==> config.mk <==
export PLATFORM = sky130hd
export DESIGN_NAME = branch_predictor
export DESIGN_NICKNAME = d
export VERILOG_FILES = /design/src/rtl/branch_predictor.sv
export SDC_FILE = /design/constraint.sdc
export NUM_CORES = 1
export LEC_CHECK = 0
export CORE_MARGIN = 4
export CORE_UTILIZATION = 44
export CTS_BUF_LIST = sky130_fd_sc_hd__clkbuf_8
export CTS_CLUSTER_DIAMETER = 80
export DETAILED_ROUTE_END_ITERATION = 6
export GPL_ROUTABILITY_DRIVEN = 0
export PLACE_DENSITY = 0.9
export SLEW_MARGIN = 20
export SYNTH_ARGS = -nofsm -noshare
export SYNTH_HDL_FRONTEND = slang
export SYNTH_SLANG_ARGS = --single-unit
==> constraint.sdc <==
create_clock -name clk_i -period 4 [get_ports clk_i]
set_clock_uncertainty 0.05 [all_clocks]
set_input_delay 0.8 -clock clk_i [delete_from_list [all_inputs] [get_ports clk_i]]
set_output_delay 0.8 -clock clk_i [all_outputs]
set_load 0.005 [all_outputs]
==> src/rtl/branch_predictor.sv <==
// Fetch-stage direction predictor (2-bit PHT) plus BTB lookup/update control.
// Optional gshare indexing is enabled by defining BP_GSHARE_EN.
module branch_predictor #(
    parameter  int INDEX_WIDTH = 6,
    localparam int TAG_W       = 32 - INDEX_WIDTH - 2,
    localparam int ENTRIES     = 2 ** INDEX_WIDTH
) (
    input  logic                   clk_i,
    input  logic                   rst_i,
    input  logic [31:0]            pc_i,
    output logic [INDEX_WIDTH-1:0] rd_index_o,
    input  logic                   btb_valid_i,
    input  logic [TAG_W-1:0]       btb_tag_i,
    input  logic [31:0]            btb_target_i,
    output logic                   pred_taken_o,
    output logic [31:0]            next_pc_o,
    input  logic                   upd_valid_i,
    input  logic [31:0]            upd_pc_i,
    input  logic                   upd_taken_i,
    input  logic [31:0]            upd_target_i,
    input  logic                   upd_pred_taken_i,
    input  logic [31:0]            upd_pred_target_i,
    output logic                   mispredict_o,
    output logic [31:0]            redirect_pc_o,
    output logic                   btb_wren_o,
    output logic [INDEX_WIDTH-1:0] btb_wr_index_o,
    output logic [TAG_W-1:0]       btb_wr_tag_o,
    output logic [31:0]            btb_wr_target_o
);

    logic [1:0]             pht_q [ENTRIES];
    logic [1:0]             pht_d [ENTRIES];
    logic                   stage_valid_q, stage_valid_d;
    logic [INDEX_WIDTH-1:0] stage_idx_q, stage_idx_d;
    logic                   stage_taken_q, stage_taken_d;
    logic                   btb_wren_q, btb_wren_d;
    logic [INDEX_WIDTH-1:0] btb_wr_index_q, btb_wr_index_d;
    logic [TAG_W-1:0]       btb_wr_tag_q, btb_wr_tag_d;
    logic [31:0]            btb_wr_target_q, btb_wr_target_d;
    logic [INDEX_WIDTH-1:0] lu_idx, ap_idx;
    logic [1:0]             ap_cnt;
    logic                   hit;

`ifdef BP_GSHARE_EN
    logic [INDEX_WIDTH-1:0] ghr_q, ghr_d;
    assign lu_idx = pc_i[INDEX_WIDTH+1:2] ^ ghr_q;
    assign ap_idx = stage_idx_q ^ ghr_q;
    assign ghr_d  = stage_valid_q ? {ghr_q[INDEX_WIDTH-2:0], stage_taken_q} : ghr_q;
`else
    assign lu_idx = pc_i[INDEX_WIDTH+1:2];
    assign ap_idx = stage_idx_q;
`endif

    assign rd_index_o = pc_i[INDEX_WIDTH+1:2];

    always_comb begin
        hit           = btb_valid_i && (btb_tag_i == pc_i[31:INDEX_WIDTH+2]);
        pred_taken_o  = hit && pht_q[lu_idx][1];
        next_pc_o     = pred_taken_o ? btb_target_i : pc_i + 32'd4;
        mispredict_o  = 1'b0;
        redirect_pc_o = '0;
        if (upd_valid_i) begin
            mispredict_o  = (upd_taken_i != upd_pred_taken_i) ||
                            (upd_taken_i && (upd_target_i != upd_pred_target_i));
            redirect_pc_o = upd_taken_i ? upd_target_i : upd_pc_i + 32'd4;
        end
    end

    always_comb begin
        pht_d  = pht_q;
        ap_cnt = pht_q[ap_idx];
        if (stage_valid_q) begin
            if (stage_taken_q && ap_cnt != 2'd3)
                ap_cnt = ap_cnt + 2'd1;
            else if (!stage_taken_q && ap_cnt != 2'd0)
                ap_cnt = ap_cnt - 2'd1;
            pht_d[ap_idx] = ap_cnt;
        end
        stage_valid_d   = upd_valid_i;
        stage_idx_d     = upd_pc_i[INDEX_WIDTH+1:2];
        stage_taken_d   = upd_taken_i;
        // Write ports are loaded alongside the stage so they appear in its apply cycle.
        btb_wren_d      = upd_valid_i && upd_taken_i;
        btb_wr_index_d  = upd_valid_i ? upd_pc_i[INDEX_WIDTH+1:2] : '0;
        btb_wr_tag_d    = upd_valid_i ? upd_pc_i[31:INDEX_WIDTH+2] : '0;
        btb_wr_target_d = upd_valid_i ? upd_target_i : '0;
    end

    always_ff @(posedge clk_i) begin
        if (rst_i) begin
            for (int i = 0; i < ENTRIES; i++) pht_q[i] <= 2'b01;
            stage_valid_q   <= 1'b0;
            btb_wren_q      <= 1'b0;
            btb_wr_index_q  <= '0;
            btb_wr_tag_q    <= '0;
            btb_wr_target_q <= '0;
`ifdef BP_GSHARE_EN
            ghr_q           <= '0;
`endif
        end else begin
            pht_q           <= pht_d;
            stage_valid_q   <= stage_valid_d;
            btb_wren_q      <= btb_wren_d;
            btb_wr_index_q  <= btb_wr_index_d;
            btb_wr_tag_q    <= btb_wr_tag_d;
            btb_wr_target_q <= btb_wr_target_d;
`ifdef BP_GSHARE_EN
            ghr_q           <= ghr_d;
`endif
        end
        stage_idx_q   <= stage_idx_d;
        stage_taken_q <= stage_taken_d;
    end

    // A pending write is dropped if reset lands in its apply cycle.
    assign btb_wren_o      = btb_wren_q && !rst_i;
    assign btb_wr_index_o  = btb_wr_index_q;
    assign btb_wr_tag_o    = btb_wr_tag_q;
    assign btb_wr_target_o = btb_wr_target_q;

endmodule

# Yosys cells after proc, flatten, opt, wreduce, memory -nomap -nowiden
# Cells that the tools add are included.
dict set report totals {
  register_bits 199
  inputBits 190
  output_inout_bits 135
  elab_cells 114
}
dict set report classes {
  n_addsub 4
  n_lt_le_gt_ge 3
  n_eq_ne 4
  muxes 16
  n_bitwise 3
  n_reduce_logical 13
}
# cell n
set op_table {}
lappend op_table {{128-bit bitwise mux} 1}
lappend op_table {{32-bit two-way mux} 3}
lappend op_table {{32-bit by 3-bit adder with 32-bit output (second input constant)} 2}
lappend op_table {{32-bit inequality test} 1}
lappend op_table {{2-bit binary-select mux with 6-bit select} 2}
lappend op_table {{24-bit == test} 1}
lappend op_table {{2-bit two-way mux} 8}
lappend op_table {{7-bit >= comparator (second input constant)} 2}
lappend op_table {{6-bit NOT with 7-bit output} 2}
lappend op_table {{2-bit demux with 6-bit select} 1}
lappend op_table {{1-bit logical AND} 8}
lappend op_table {{7-bit by 1-bit less-than comparator with 1-bit output (second input constant)} 1}
lappend op_table {{2-bit by 1-bit adder with 2-bit output (second input constant)} 1}
lappend op_table {{1-bit logical NOT} 2}
lappend op_table {{2-bit inequality test (second input constant)} 1}
lappend op_table {{2-bit nonzero test} 1}
lappend op_table {{2-bit OR reduction} 1}
lappend op_table {{2-bit by 1-bit subtractor with 2-bit output (second input constant)} 1}
lappend op_table {{1-bit logical OR} 1}
lappend op_table {{1-bit two-way mux} 1}
lappend op_table {{1-bit inequality test} 1}
lappend op_table {{1-bit NOT} 1}

# Logic depth before layout (Yosys ltp)
dict set report depth {
  depth_word 10
  depth_mapped 16
  mapped_depth_nobuf 12
}

# Worst setup path after synthesis
# No wires, ideal clock.
dict set report synth_path {
  path_kind {in2out}
  start {in pc_i[2]}
  end {out next_pc_o[0]}
  arrival_ns 3.116
  required_ns 3.150
  slack_ns 0.034
  stages 10
  path_buffers 4
  cell_sequence {buf_2 buf_6 mux4_2 mux4_2 mux4_2 nand3_2 buf_4 buf_2 nand2_1 nand2_1}
}
dict set report synth_via {
  elab_chain_cells 6
}
# element line
set synth_rtl {}
lappend synth_rtl {{start, declared} 10} ;# input logic [31:0] pc_i,
lappend synth_rtl {{6-bit NOT with 7-bit output (not written as such)} 58} ;# pred_taken_o = hit && pht_q[lu_idx][1];
lappend synth_rtl {{2-bit binary-select mux with 6-bit select} 58}
lappend synth_rtl {{2-bit two-way mux (not written as such) (2 in series)} 58}
lappend synth_rtl {{1-bit logical AND} 58}
lappend synth_rtl {{32-bit two-way mux} 59} ;# next_pc_o = pred_taken_o ? btb_target_i : pc_i + 32'd4;
lappend synth_rtl {{end, declared} 16} ;# output logic [31:0] next_pc_o,
# Every way passes these cells. The select of a mux whose other input is x is not followed.

# Worst setup path in the final report
dict set report layout_path {
  start {in pc_i[3]}
  end {out next_pc_o[31]}
}
dict set report layout_via {
  elab_chain_cells 6
  elab_cells_between_ends 7
  cone_classes {add/sub: 1; mux: 4; bitwise: 1; reduce/logical: 1}
}
# element line
set layout_rtl {}
lappend layout_rtl {{6-bit NOT with 7-bit output (not written as such)} 58}
lappend layout_rtl {{2-bit binary-select mux with 6-bit select} 58}
lappend layout_rtl {{2-bit two-way mux (not written as such) (2 in series)} 58}
lappend layout_rtl {{1-bit logical AND} 58}
lappend layout_rtl {{32-bit two-way mux *} 59}
# Mark *: on every way between the ends. The rest lies on a longest branch, timed or not. The select of a mux whose other input is x is not followed.

==> impl_results.rst <==
.. list-table::
   :header-rows: 1

   * - Metric
     - Value
   * - CTS sink count
     - 199
   * - Category of the worst setup path capture point
     - output pin
   * - Fraction of synthesized cell area taken by the top area cell type
     - 37.4%
   * - DIE HEIGHT
     - 164 um
   * - Final Hold Viols
     - 0
   * - Dominant synthesized flop cell
     - sky130_fd_sc_hd__dfxtp_1
   * - Clk_lat worst skew
     - 490 ps
   * - Slew at the pin closest to its max-slew limit
     - 1120 ps
   * - Kind of start point of the critical path
     - input port
   * - All-layer global routing usage
     - 30.9%
   * - Seq/Total Area, Yosys
     - 37.4%
   * - Worst Path Required
     - 3150 ps
   * - Global-route wire length before repair
     - 65100 um
   * - Share of final-layout standard cells stronger than drive strength 1
     - 21.1%
   * - Total gr overflow
     - 0
   * - Row cnt
     - 56
   * - Crit-path max cell delay
     - 590 ps
   * - Clock root cell
     - sky130_fd_sc_hd__clkbuf_8
   * - Summed instance area of the synthesized netlist
     - 0.0106 sq mm
   * - Number of antenna violations at the first check in global routing
     - 7
   * - Worst flop-to-flop path endpoint
     - pht_q[96]$_SDFFE_PP1P_
   * - Crit-path most repeated cell
     - sky130_fd_sc_hd__buf_4
   * - Fmax achieved
     - 212 MHz
   * - Crit path max fanout
     - 9
   * - Wirelength per Cell
     - 23.8 um
   * - Final setup violation count
     - 33
   * - Final worst-path cycle share
     - 118%
   * - Top cells by instance count after synthesis
     - sky130_fd_sc_hd__dfxtp_1, sky130_fd_sc_hd__o21ai_0, sky130_fd_sc_hd__nand2_1
   * - Number of H-tree levels
     - 4
   * - Count of different cell masters after synthesis
     - 50
   * - Number of nets with antenna violations after detailed routing
     - 0
   * - Violations in the final reports
     - DRC, setup timing
   * - Synthesis-stage register bit count
     - 199
   * - Top cell type by total area after synthesis
     - sky130_fd_sc_hd__dfxtp_1
   * - Clock tree from TritonCTS
     - built
   * - Final critical-path required period
     - 4710 ps
   * - Number of filler instances in the final layout
     - 1630
   * - Ranking of synthesized cells by area
     - sky130_fd_sc_hd__dfxtp_1, sky130_fd_sc_hd__o21ai_0, sky130_fd_sc_hd__mux4_2
   * - Worst hold path depth
     - 2
   * - Number of buffers added on ports
     - 324
   * - Gate count of the mapped netlist
     - 1261
   * - Detailed-router iteration count before antenna repair
     - 7
   * - Setup slack on the worst flop-to-flop path
     - 120 ps
   * - Vias
     - 12400
   * - Run status
     - finished, violations left
   * - Setup repair after global routing missed its margin
     - yes
   * - Highest ir drop seen on vdd
     - 0.234 mV
   * - Post-synth EDFFs
     - 0
   * - Startpoint of the worst register-to-register path
     - ap_idx[2]$_DFF_P_
   * - Syn Area/Cell
     - 8.44 sq um
   * - Finished Cell Area
     - 0.0161 sq mm
   * - Power density over the cells
     - 275 mW/mm^2
   * - Final wirelength
     - 48200 um
   * - Io pins
     - 325
   * - Maximum Capacitance Violations
     - 0
   * - Chip Width
     - 164 um
   * - Number of nets in the synthesized netlist
     - 1455
   * - Critical path cell sequence
     - buf_2 -> buf_12 -> buf_4 -> nand3_1 -> nor3_1 -> buf_4 -> nand3_1 -> nor2_2 -> nand4_1 -> buf_4 -> nor3_1 -> xnor2_1 -> a21oi_2 -> buf_2
   * - Number of warnings issued by yosys
     - 0
   * - Critical path's slowest cell
     - sky130_fd_sc_hd__nor3_1
   * - Post-CTS clock slew at the launch and capture registers of the worst setup and hold paths
     - 120 ps
   * - Core Footprint
     - 0.0236 sq mm
   * - Sum of negative setup slack
     - -9850 ps
   * - Placed Instance Area
     - 0.0150 sq mm
   * - DR iter-0 viols
     - 1415
   * - CTS Hold Buffers Added
     - 0
   * - Number of remaining DRC errors
     - 29
   * - Cell depth of the worst flop-to-flop path
     - 13
   * - Total Die Area
     - 0.0267 sq mm
   * - Type of the worst setup path
     - input port to output pin
   * - Initial Util
     - 45.1%
   * - Leakage power summed over all cells
     - 6.26 nW
   * - Final net count
     - 1879
   * - Critical hold path startpoint
     - pht_q[4]$_SDFFE_PP1P_
   * - Area overhead of the layout relative to synthesis
     - 51.1%
   * - Clock tree buffer depth
     - 2
   * - Final worst slack
     - -712 ps
   * - Hold-critical path endpoint
     - pht_q[4]$_SDFFE_PP1P_
   * - Worst hold path class
     - register to register
   * - Most common cell in the synthesized netlist
     - sky130_fd_sc_hd__dfxtp_1
   * - Critical Path AT
     - 3860 ps
   * - Worst setup path startpoint
     - pc_i[3]
   * - Async set-or-reset flop fraction in the synthesized netlist
     - 0%
   * - Vias in the first global route
     - 12000
   * - Total half-perimeter wirelength after legalization and detailed placement
     - 31200 um
   * - Largest net degree at the start of global routing
     - 65
   * - Via density per instance
     - 6.15
   * - Total count of max-transition violations in the final report
     - 0
   * - TritonCTS Buffers
     - 17
   * - Worst slew margin relative to its limit
     - 25.1%
[cells by family after synthesis]
logic type	after synthesis	share of synthesized area (%)
flip-flops	199	37.4
XOR/XNOR	112	9.22
adder cells (fa/ha/maj)	4	0.470
AO/OA/AOI/OAI	304	15.2
AND/OR/NAND/NOR	478	23.0
multiplexers	68	10.0
buffers and inverters	96	4.63
[worst max-delay path, delay by kind of cell]
family,cells,cell delay (ps)
and+or+nand+nor,6,1600
AOI/OAI and AO/OA,1,190
buffers and inverters,6,1010
xor gates and xnor gates,1,250
[power by group]
part | total, W | switching (W) | internal (W)
Clock | 0.00136 | 0.000871 | 0.000489
Sequential | 0.00204 | 0.0000240 | 0.00201
Combinational | 0.00102 | 0.000507 | 0.000516
Total | 0.00442 | 0.00140 | 0.00302
[registers in the layout, summed over array words and instances, names as in the netlist]
| register | flops |
|---|---|
| pht_q | 128 |
| ap_idx | 6 |
| btb_wr_target_o | 32 |
| btb_wren_q | 1 |
| stage_valid_q | 1 |
| btb_wr_tag_o | 24 |
| stage_taken_q | 1 |
| btb_wr_index_o | 6 |
[layout make-up]
type	instances	area (sq um)	share of cell area (%)
clock inverter	15	191	1.19
clock buffer	17	234	1.45
timing repair buffer	489	4680	29.1
antenna	4	10.0	0.0622
sequential	199	3990	24.8
multi-input combinational	966	6530	40.6
inverter	12	45.0	0.280
tap	319	399	2.48
[how the worst max path moves through the flow]
| stage | depth (start not counted) | to | slack, ps |
|---|---|---|---|
| after floorplan | 10 | next_pc_o[0] | 30 |
| after global placement | 11 | next_pc_o[18] | -890 |
| after detailed placement | 11 | next_pc_o[26] | -1010 |
| after CTS | 11 | next_pc_o[9] | -170 |
| after global routing | 14 | next_pc_o[31] | -890 |
| final | 14 | next_pc_o[31] | -710 |
[placed cells by master, fill, tap and decap left out, drive strengths merged, types with 5 or more instances in the layout]
cell / synthesis / layout
nor4: 11 / 11
nor3: 6 / 6
nand4: 23 / 23
xor2: 60 / 60
a221oi: 10 / 10
dfxtp: 199 / 199
a21oi: 100 / 100
nor3b: 5 / 5
clkinv: 0 / 9
clkbuf: 45 / 18
mux4: 29 / 29
nor2: 64 / 64
nor2b: 10 / 10
mux2i: 22 / 22
xnor2: 52 / 52
nand2b: 8 / 8
o21ai: 172 / 172
nand3: 95 / 95
buf: 39 / 199
clkdlybuf4s50: 0 / 266
and3: 12 / 12
inv: 12 / 18
and2: 96 / 96
mux2: 17 / 17
dlymetal6s2s: 0 / 18
a22oi: 9 / 9
nand2: 132 / 132
[per-stage QoR]
step	utilization [%]	power [W]	std cells	hold WS (ps)	setup slack (ps)
after CTS	66.1	0.00435	2000	433	-168
after detailed placement	63.6	0.00303	1958	403	-1010
final	68.1	0.00442	2021	429	-712
after global routing	68.1	0.00456	2019	457	-887
after global placement	63.6	0.00302	1958	393	-885
after floorplan	-	0.00245	1261	383	34.4
[repair_timing]
item                                   CTS  global route
setup endpoints to repair               71           172
pin swaps                                1            17
gates resized for setup                164           112
setup buffers                            5            17
gates cloned                             5             1
endpoints found under the hold margin    0             0
[per-layer routing]
| metal | GRT usage (%) | vias to the layer above | wire (um) |
|---|---|---|---|
| li1 | - | 5293 | - |
| met1 | 34.2 | 5656 | 15400 |
| met2 | 51.5 | 1097 | 22100 |
| met3 | 11.1 | 388 | 6620 |
| met4 | 17.8 | 4 | 4060 |
| met5 | 0 | - | 27 |
No activity file was read; power rests on OpenSTA's default activity.
